--- src/rtl/fu_load_store_pkg.sv ---
// Shared types for the load/store functional unit.
// Opcodes, FSM states and the ROB broadcast bundle.
package fu_load_store_pkg;

    localparam int DEF_GPR_SIZE     = 64;
    localparam int DEF_ROB_IDX_SIZE = 4;

    typedef enum logic [1:0] {
        FU_OP_LDUR = 2'd0,
        FU_OP_STUR = 2'd1
    } fu_op_t;

    typedef enum logic [1:0] {
        IDLE = 2'd0,
        REQ  = 2'd1,
        ERR  = 2'd2,
        DONE = 2'd3
    } fu_ls_state_t;

    typedef struct packed {
        logic                        done;
        logic [DEF_GPR_SIZE-1:0]     value;
        logic [DEF_ROB_IDX_SIZE-1:0] dst_rob_index;
        logic                        error;
    } fu_result_t;

endpackage

--- src/rtl/fu_load_store_if.sv ---
// Issue, memory and ROB-broadcast signals of the LS unit.
// slave is the unit itself, master is its environment.
interface fu_load_store_if
    import fu_load_store_pkg::*;
#(
    parameter int GPR_SIZE     = DEF_GPR_SIZE,
    parameter int ROB_IDX_SIZE = DEF_ROB_IDX_SIZE
) ();

    logic                    in_rs_start;
    fu_op_t                  in_rs_op;
    logic [GPR_SIZE-1:0]     in_rs_val_a;
    logic [GPR_SIZE-1:0]     in_rs_val_b;
    logic [ROB_IDX_SIZE-1:0] in_rs_dst_rob_index;
    logic                    in_rob_is_mispred;
    logic                    out_fu_ready;
    logic                    out_mem_req;
    logic                    out_mem_we;
    logic [GPR_SIZE-1:0]     out_mem_addr;
    logic [GPR_SIZE-1:0]     out_mem_wdata;
    logic                    in_mem_ack;
    logic [GPR_SIZE-1:0]     in_mem_rdata;
    logic                    out_fu_done;
    logic [GPR_SIZE-1:0]     out_fu_value;
    logic [ROB_IDX_SIZE-1:0] out_fu_dst_rob_index;
    logic                    out_fu_error;

    modport slave (
        input  in_rs_start, in_rs_op, in_rs_val_a, in_rs_val_b,
        input  in_rs_dst_rob_index, in_rob_is_mispred,
        input  in_mem_ack, in_mem_rdata,
        output out_fu_ready, out_mem_req, out_mem_we,
        output out_mem_addr, out_mem_wdata,
        output out_fu_done, out_fu_value,
        output out_fu_dst_rob_index, out_fu_error
    );

    modport master (
        output in_rs_start, in_rs_op, in_rs_val_a, in_rs_val_b,
        output in_rs_dst_rob_index, in_rob_is_mispred,
        output in_mem_ack, in_mem_rdata,
        input  out_fu_ready, out_mem_req, out_mem_we,
        input  out_mem_addr, out_mem_wdata,
        input  out_fu_done, out_fu_value,
        input  out_fu_dst_rob_index, out_fu_error
    );

endinterface

--- src/rtl/fu_load_store_timeout.sv ---
// Memory-wait counter; expire marks the last allowed REQ cycle.
module ls_timeout_counter #(
    parameter int MEM_TIMEOUT = 16,
    parameter int CNT_W       = 5
) (
    input  logic clk,
    input  logic rst_n,
    input  logic clear,
    input  logic enable,
    output logic expire
);

    logic [CNT_W-1:0] cnt;

    always_ff @(posedge clk or negedge rst_n) begin
        if (!rst_n) begin
            cnt <= '0;
        end else if (clear) begin
            cnt <= '0;
        end else if (enable) begin
            cnt <= cnt + CNT_W'(1);
        end
    end

    assign expire = (cnt == CNT_W'(MEM_TIMEOUT - 1));

endmodule

--- src/rtl/fu_load_store.sv ---
// Single-outstanding LDUR/STUR unit between the LS RS and data memory.
module fu_load_store
    import fu_load_store_pkg::*;
#(
    parameter int GPR_SIZE     = DEF_GPR_SIZE,
    parameter int ROB_IDX_SIZE = DEF_ROB_IDX_SIZE,
    parameter int MEM_TIMEOUT  = 16,
    parameter int CNT_W        = 5
) (
    input logic         in_clk,
    input logic         in_rst_n,
    fu_load_store_if.slave bus
);

    fu_ls_state_t            state, state_n;
    logic                    ready, ready_n;
    logic                    req, req_n;
    logic                    we, we_n;
    logic [GPR_SIZE-1:0]     addr, addr_n;
    logic [GPR_SIZE-1:0]     wdata, wdata_n;
    logic                    done, done_n;
    logic [GPR_SIZE-1:0]     value, value_n;
    logic [ROB_IDX_SIZE-1:0] tag, tag_n;
    logic                    err, err_n;
    logic                    squash, squash_n;
    logic                    ld, ld_n;
    logic                    expire;
    logic                    accept;
    logic                    pulse;
    logic                    bad_op;

    ls_timeout_counter #(
        .MEM_TIMEOUT(MEM_TIMEOUT),
        .CNT_W      (CNT_W)
    ) u_tmo (
        .clk   (in_clk),
        .rst_n (in_rst_n),
        .clear (state == DONE),
        .enable(state == REQ),
        .expire(expire)
    );

    assign accept = bus.in_rs_start & ready & ~bus.in_rob_is_mispred;
    assign pulse  = ~(squash | bus.in_rob_is_mispred);
    assign bad_op = (bus.in_rs_op != FU_OP_LDUR)
                  & (bus.in_rs_op != FU_OP_STUR);

    always_comb begin
        state_n  = state;
        ready_n  = ready;
        req_n    = req;
        we_n     = we;
        addr_n   = addr;
        wdata_n  = wdata;
        tag_n    = tag;
        squash_n = squash;
        ld_n     = ld;
        done_n   = 1'b0;
        value_n  = '0;
        err_n    = 1'b0;
        unique case (state)
            IDLE, DONE: begin
                // ready is already high in DONE, so a back-to-back issue lands here
                state_n  = IDLE;
                squash_n = 1'b0;
                if (accept) begin
                    ready_n = 1'b0;
                    addr_n  = bus.in_rs_val_a;
                    wdata_n = bus.in_rs_val_b;
                    tag_n   = bus.in_rs_dst_rob_index;
                    ld_n    = (bus.in_rs_op == FU_OP_LDUR);
                    if ((bus.in_rs_val_a[2:0] != 3'b0) || bad_op) begin
                        state_n = ERR;
                    end else begin
                        state_n = REQ;
                        req_n   = 1'b1;
                        we_n    = (bus.in_rs_op == FU_OP_STUR);
                    end
                end
            end
            REQ: begin
                if (bus.in_rob_is_mispred) squash_n = 1'b1;
                if (bus.in_mem_ack) begin
                    state_n = DONE;
                    req_n   = 1'b0;
                    ready_n = 1'b1;
                    done_n  = pulse;
                    value_n = (pulse & ld) ? bus.in_mem_rdata : '0;
                end else if (expire) begin
                    state_n = DONE;
                    req_n   = 1'b0;
                    ready_n = 1'b1;
                    done_n  = pulse;
                    err_n   = pulse;
                end
            end
            ERR: begin
                state_n = DONE;
                ready_n = 1'b1;
                done_n  = pulse;
                err_n   = pulse;
            end
        endcase
    end

    always_ff @(posedge in_clk or negedge in_rst_n) begin
        if (!in_rst_n) begin
            state  <= IDLE;
            ready  <= 1'b1;
            req    <= 1'b0;
            we     <= 1'b0;
            addr   <= '0;
            wdata  <= '0;
            done   <= 1'b0;
            value  <= '0;
            tag    <= '0;
            err    <= 1'b0;
            squash <= 1'b0;
            ld     <= 1'b0;
        end else begin
            state  <= state_n;
            ready  <= ready_n;
            req    <= req_n;
            we     <= we_n;
            addr   <= addr_n;
            wdata  <= wdata_n;
            done   <= done_n;
            value  <= value_n;
            tag    <= tag_n;
            err    <= err_n;
            squash <= squash_n;
            ld     <= ld_n;
        end
    end

    assign bus.out_fu_ready         = ready;
    assign bus.out_mem_req          = req;
    assign bus.out_mem_we           = we;
    assign bus.out_mem_addr         = addr;
    assign bus.out_mem_wdata        = wdata;
    assign bus.out_fu_done          = done;
    assign bus.out_fu_value         = value;
    assign bus.out_fu_dst_rob_index = tag;
    assign bus.out_fu_error         = err;

endmodule
--- src/flat_wrapper.sv ---
// flat-port wrapper written by rule: the top's interface ports become plain ports
module fu_load_store_flat import fu_load_store_pkg::*;
#(
    parameter int GPR_SIZE     = DEF_GPR_SIZE,
    parameter int ROB_IDX_SIZE = DEF_ROB_IDX_SIZE,
    parameter int MEM_TIMEOUT  = 16,
    parameter int CNT_W        = 5
)
  (in_clk, in_rst_n, bus_in_rs_start, bus_in_rs_op, bus_in_rs_val_a, bus_in_rs_val_b, bus_in_rs_dst_rob_index, bus_in_rob_is_mispred, bus_in_mem_ack, bus_in_mem_rdata, bus_out_fu_ready, bus_out_mem_req, bus_out_mem_we, bus_out_mem_addr, bus_out_mem_wdata, bus_out_fu_done, bus_out_fu_value, bus_out_fu_dst_rob_index, bus_out_fu_error);
  fu_load_store_if #(.GPR_SIZE(GPR_SIZE), .ROB_IDX_SIZE(ROB_IDX_SIZE)) bus_i ();
  input logic in_clk;
  input logic in_rst_n;
  input wire logic [$bits(bus_i.in_rs_start)-1:0] bus_in_rs_start;
  input wire logic [$bits(bus_i.in_rs_op)-1:0] bus_in_rs_op;
  input wire logic [$bits(bus_i.in_rs_val_a)-1:0] bus_in_rs_val_a;
  input wire logic [$bits(bus_i.in_rs_val_b)-1:0] bus_in_rs_val_b;
  input wire logic [$bits(bus_i.in_rs_dst_rob_index)-1:0] bus_in_rs_dst_rob_index;
  input wire logic [$bits(bus_i.in_rob_is_mispred)-1:0] bus_in_rob_is_mispred;
  input wire logic [$bits(bus_i.in_mem_ack)-1:0] bus_in_mem_ack;
  input wire logic [$bits(bus_i.in_mem_rdata)-1:0] bus_in_mem_rdata;
  output wire logic [$bits(bus_i.out_fu_ready)-1:0] bus_out_fu_ready;
  output wire logic [$bits(bus_i.out_mem_req)-1:0] bus_out_mem_req;
  output wire logic [$bits(bus_i.out_mem_we)-1:0] bus_out_mem_we;
  output wire logic [$bits(bus_i.out_mem_addr)-1:0] bus_out_mem_addr;
  output wire logic [$bits(bus_i.out_mem_wdata)-1:0] bus_out_mem_wdata;
  output wire logic [$bits(bus_i.out_fu_done)-1:0] bus_out_fu_done;
  output wire logic [$bits(bus_i.out_fu_value)-1:0] bus_out_fu_value;
  output wire logic [$bits(bus_i.out_fu_dst_rob_index)-1:0] bus_out_fu_dst_rob_index;
  output wire logic [$bits(bus_i.out_fu_error)-1:0] bus_out_fu_error;
  assign bus_i.in_rs_start = bus_in_rs_start;
  assign bus_i.in_rs_op = bus_in_rs_op;
  assign bus_i.in_rs_val_a = bus_in_rs_val_a;
  assign bus_i.in_rs_val_b = bus_in_rs_val_b;
  assign bus_i.in_rs_dst_rob_index = bus_in_rs_dst_rob_index;
  assign bus_i.in_rob_is_mispred = bus_in_rob_is_mispred;
  assign bus_i.in_mem_ack = bus_in_mem_ack;
  assign bus_i.in_mem_rdata = bus_in_mem_rdata;
  assign bus_out_fu_ready = bus_i.out_fu_ready;
  assign bus_out_mem_req = bus_i.out_mem_req;
  assign bus_out_mem_we = bus_i.out_mem_we;
  assign bus_out_mem_addr = bus_i.out_mem_addr;
  assign bus_out_mem_wdata = bus_i.out_mem_wdata;
  assign bus_out_fu_done = bus_i.out_fu_done;
  assign bus_out_fu_value = bus_i.out_fu_value;
  assign bus_out_fu_dst_rob_index = bus_i.out_fu_dst_rob_index;
  assign bus_out_fu_error = bus_i.out_fu_error;
  fu_load_store #(.GPR_SIZE(GPR_SIZE), .ROB_IDX_SIZE(ROB_IDX_SIZE), .MEM_TIMEOUT(MEM_TIMEOUT), .CNT_W(CNT_W)) u_core (.in_clk(in_clk), .in_rst_n(in_rst_n), .bus(bus_i));
endmodule
--- config.mk ---
export PLATFORM = sky130hd
export DESIGN_NAME = fu_load_store_flat
export DESIGN_NICKNAME = d
export VERILOG_FILES = /design/src/rtl/fu_load_store_pkg.sv /design/src/rtl/fu_load_store_if.sv /design/src/rtl/fu_load_store_timeout.sv /design/src/rtl/fu_load_store.sv /design/src/flat_wrapper.sv
export SDC_FILE = /design/constraint.sdc
export NUM_CORES = 1
export LEC_CHECK = 0
export ABC_AREA = 1
export BUFFER_PORTS_ARGS = -buffer_cell sky130_fd_sc_hd__buf_2
export CORE_AREA = 2 2 158 160
export CTS_BUF_LIST = sky130_fd_sc_hd__clkbuf_2 sky130_fd_sc_hd__clkbuf_4 sky130_fd_sc_hd__clkbuf_8
export CTS_CLUSTER_SIZE = 8
export DETAILED_ROUTE_END_ITERATION = 8
export DIE_AREA = 0 0 160 162
export GPL_ROUTABILITY_DRIVEN = 0
export PLACE_DENSITY = 0.64
export SETUP_SLACK_MARGIN = 0.1
export SLEW_MARGIN = 20
export SYNTH_ARGS = -nofsm -noshare
export SYNTH_HDL_FRONTEND = slang
export SYNTH_SLANG_ARGS = --single-unit
--- constraint.sdc ---
create_clock -name in_clk -period 2.2 [get_ports in_clk]
set_clock_uncertainty 0.15 [all_clocks]
set_input_delay 0.22 -clock in_clk [delete_from_list [all_inputs] [get_ports in_clk]]
set_output_delay 0.22 -clock in_clk [all_outputs]
set_load 0.02 [all_outputs]
==> summary.md <==
| Metric | Value |
|---|---|
| Die width | 160 µm |
| Fmax | about 500 MHz |
| # rows | 57 |
| Synth Area in Compound Gates | 0.0902 |
| Post-DP HPWL | between 15 and 20 mm |
| RSZ-0062 raised after global routing | no |
| CTS tree | done |
| Largest net degree at the start of global routing | 136 |
| CTS root buf | clkbuf_8 |
| Slew Limit Headroom | 0.313 |
| VDD IR max | between 1 and 1.5 mV |
| WP data required | ~2.5 ns |
| Synth Flop Type | dfrtp_1 |
| Final Instance Area | 0.0132 mm² |
| Most common cell in the synthesized netlist | nand2_1 |
| Yosys warning total | 0 |
| Cells along the critical path | inv_1 > ha_1 > nand2_2 > nor3b_1 > dlygate4sd3_1 |
| Clock Path Buffers | 3 |
| Non-Filler Instances | 1755 |
| GRT overflow | 0 |
| Register Area | 0.00526 mm² |
| Leak Pwr | 0.00705 µW |
| Core area | 0.0241 mm² |
| Synth area leader | dfrtp_1 |
| Synth top cells by count | 285 x nand2_1, 209 x dfrtp_1, 138 x o21ai_0 |
| Avg Vias per Cell | 4.60 |
| Post-route clock period utilization | 0.913 |
| Area after DPL | 0.0104 mm² |
| Initial core utilization | 0.333 |
| CP Class | flop to flop |
| Worst Max-Slew Pin Slew | 1.03 ns |
| Total Nets Final | ~1600 |
| Crit path arrival time | between 2 and 2.5 ns |
| TritonCTS sink count | 210 |
| Port bufs | around 400 |
| Synthesized area | 0.00802 mm² |
| Placed Cells | 1490 |
| Max cap viols | 0 |
| Drt total wl | ~27 mm |
| Register area share after synthesis | 0.655 |
| Setup crit end kind | flop |
| Adder-Cell Fraction of Synth Area | 0.00780 |
| Hold Path Class | primary input to async pin |
| Asr flop ratio synth | 1.00 |
| Post-synthesis register bit count | 210 |
| Largest family of logic cells by synthesized area | simple AND/OR/NAND/NOR gates |
| Total negative slack | 0 ns |
| Family with the most delay on the worst path | buffers and inverters |
| Syn_nets | 1009 |
| Post-route DRC | 0 |
| Routed wire length per instance | 15.6 µm |
| Worst-Skew Late Latency | about 0.52 ns |
| Area Overhead vs Synth | 64.8% |
| Clk slew on worst S/H paths | 0.06 ns |
| Endpoints failing hold | 0 |
| Vias in the first global route | 8564 |
| Multi-input logic area | ~0.0025 mm² |
| First-pass GRT wire length | 43.0 mm |
| Synth Instances | 801 |
| CP Launch Type | flop |
| Slowest cell delay on critical path | approximately 0.61 ns |
| Setup violators final | 0 |
| Share of layout cells above drive strength 1 | 0.338 |
| CP max stage cell | dlygate4sd3_1 |
| Synth top area share | 0.652 |
| Final Power | 15300 µW |
| Xor/xnor share of the synthesized area | 0 |
| Total track usage | 0.204 |
| Simple-gate share of the synthesized area | 0.209 |
| CTS resizes | 0 |
| Min cycle time layout | 2.01 ns |
| Crit Path Max Fanout | 8 |
| CP Buf/Inv Count | 2 |
| Antenna violations before repair | 0 |
| CTS buffer count | 37 |
| Die ar. | 0.0259 mm² |
| Pwr/cell area | 1160 mW/mm² |
| EDFF count, synth | 0 |
| Yosys cell types | 22 |
| Boundary pin count | 404 |
| DRT iter0 DRCs | 619 |
| Die H | 162 µm |
| Mux contribution to synthesized area | 0 |
| Max-slew violation count | 0 |
| N_diodes | 0 |
| Drt pass-1 iters | 6 |
| Post-route ant nets | 0 |
| Leading post-synthesis cells by cell area | dfrtp_1 65%, nand2_1 13%, o21ai_0 8.6% |
| Outcome | finished clean |
| Htree depth | 2 |
| Vias | 8077 |
| Fillers | 2045 |
| Syn Area/Cell | 10.0 µm² |
[path summary, 6_finish.rpt]
| path | start | end | slack [ns] | cells after the start |
|---|---|---|---|---|
| setup / recovery | u_core.state[1]$_DFFE_PN0P_ | u_core.bus.out_fu_value[28]$_DFF_PN0_ | 0.19 | 5 |
| hold / removal | in_rst_n | u_core.squash$_DFFE_PN0P_ | 0.14 | 2 |
| setup reg to reg | u_core.state[1]$_DFFE_PN0P_ | u_core.bus.out_fu_value[28]$_DFF_PN0_ | 0.19 | 5 |
| hold reg to reg | u_core.u_tmo.cnt[3]$_DFFE_PN0P_ | u_core.u_tmo.cnt[3]$_DFFE_PN0P_ | 0.32 | 1 |
| max in group asynchronous | in_rst_n | u_core.bus.out_mem_wdata[1]$_DFFE_PN0P_ | 1.11 | 3 |
| min in group in_clk | bus_in_rs_val_b[50] | u_core.bus.out_mem_wdata[50]$_DFFE_PN0P_ | 0.28 | 4 |
[cells in the final DEF, fill, tap and decap left out, types with 8 or more instances in the layout]
master,Yosys,routed
buf_2,10,402
nand2_1,285,283
dfrtp_1,209,209
nor3b_1,64,64
nand3_1,9,9
dlygate4sd3_1,0,208
clkbuf_8,0,43
buf_4,5,9
buf_12,0,8
clkbuf_4,0,13
o21ai_0,138,138
nor2_1,10,10
inv_1,13,13
[cell families after synthesis]
kind of cell	Yosys count
DFF	210
buffers and inverters	69
and+or+nand+nor	373
AOI/OAI and AO/OA	144
adders and majority gates	5
[final cells by class]
class | count | area share
multi-input cells | 522 | 0.187
clock buffers | 55 | 0.0511
flip-flops and latches | 210 | 0.398
inverters | 14 | 0.00407
clock inverters | 2 | 0.00151
repair buffers | 628 | 0.328
well taps | 324 | 0.0307
[timing repair]
item / 4_1_cts / 5_1_grt
endpoints found under the hold margin: 323 / 0
hold buffers: 208 / 0
setup buffers: 0 / 0
[worst reg2reg max path, stage by stage (launching register included)]
cell	delay, ns
dfrtp_1	0.41
inv_1	0.07
ha_1	0.24
nand2_2	0.18
nor3b_1	0.29
dlygate4sd3_1	0.61
[power by group]
group          switching (µW)  internal [µW]
Combinational            4220           1940
Sequential                568           5100
Clock                    1510           1950
[routing by layer]
metal  vias up  wire, µm  share of wire  track usage
met2       405     13200           0.48        0.348
met4         0       916          0.034       0.0839
met3        74      2460          0.090       0.0666
li1       3813         -              -            -
met5         -         0              0            0
met1      3785     10700           0.39        0.237
[state kept, by name, indices dropped and copies added, names as in the netlist]
register / flops
u_core.bus.out_fu_value: 64
u_core.bus.out_mem_addr: 64
u_core.bus.out_mem_wdata: 64
u_core.u_tmo.cnt: 5
u_core.bus.out_fu_dst_rob_index: 4
u_core.state: 2
u_core.bus.out_fu_done: 1
u_core.bus.out_fu_error: 1
u_core.bus.out_fu_ready: 1
u_core.bus.out_mem_req: 1
u_core.bus.out_mem_we: 1
u_core.ld: 1
u_core.squash: 1
[stage by stage]
stage	hold WS, ns	util	setup WS, ns
floorplan	-0.226	-	0.481
global placement	0.124	0.433	0.307
detailed placement	0.128	0.433	0.243
CTS	0.116	0.548	0.198
global route	0.175	0.548	0.115
finish	0.142	0.548	0.191
Power figures use the tool's default switching activity.
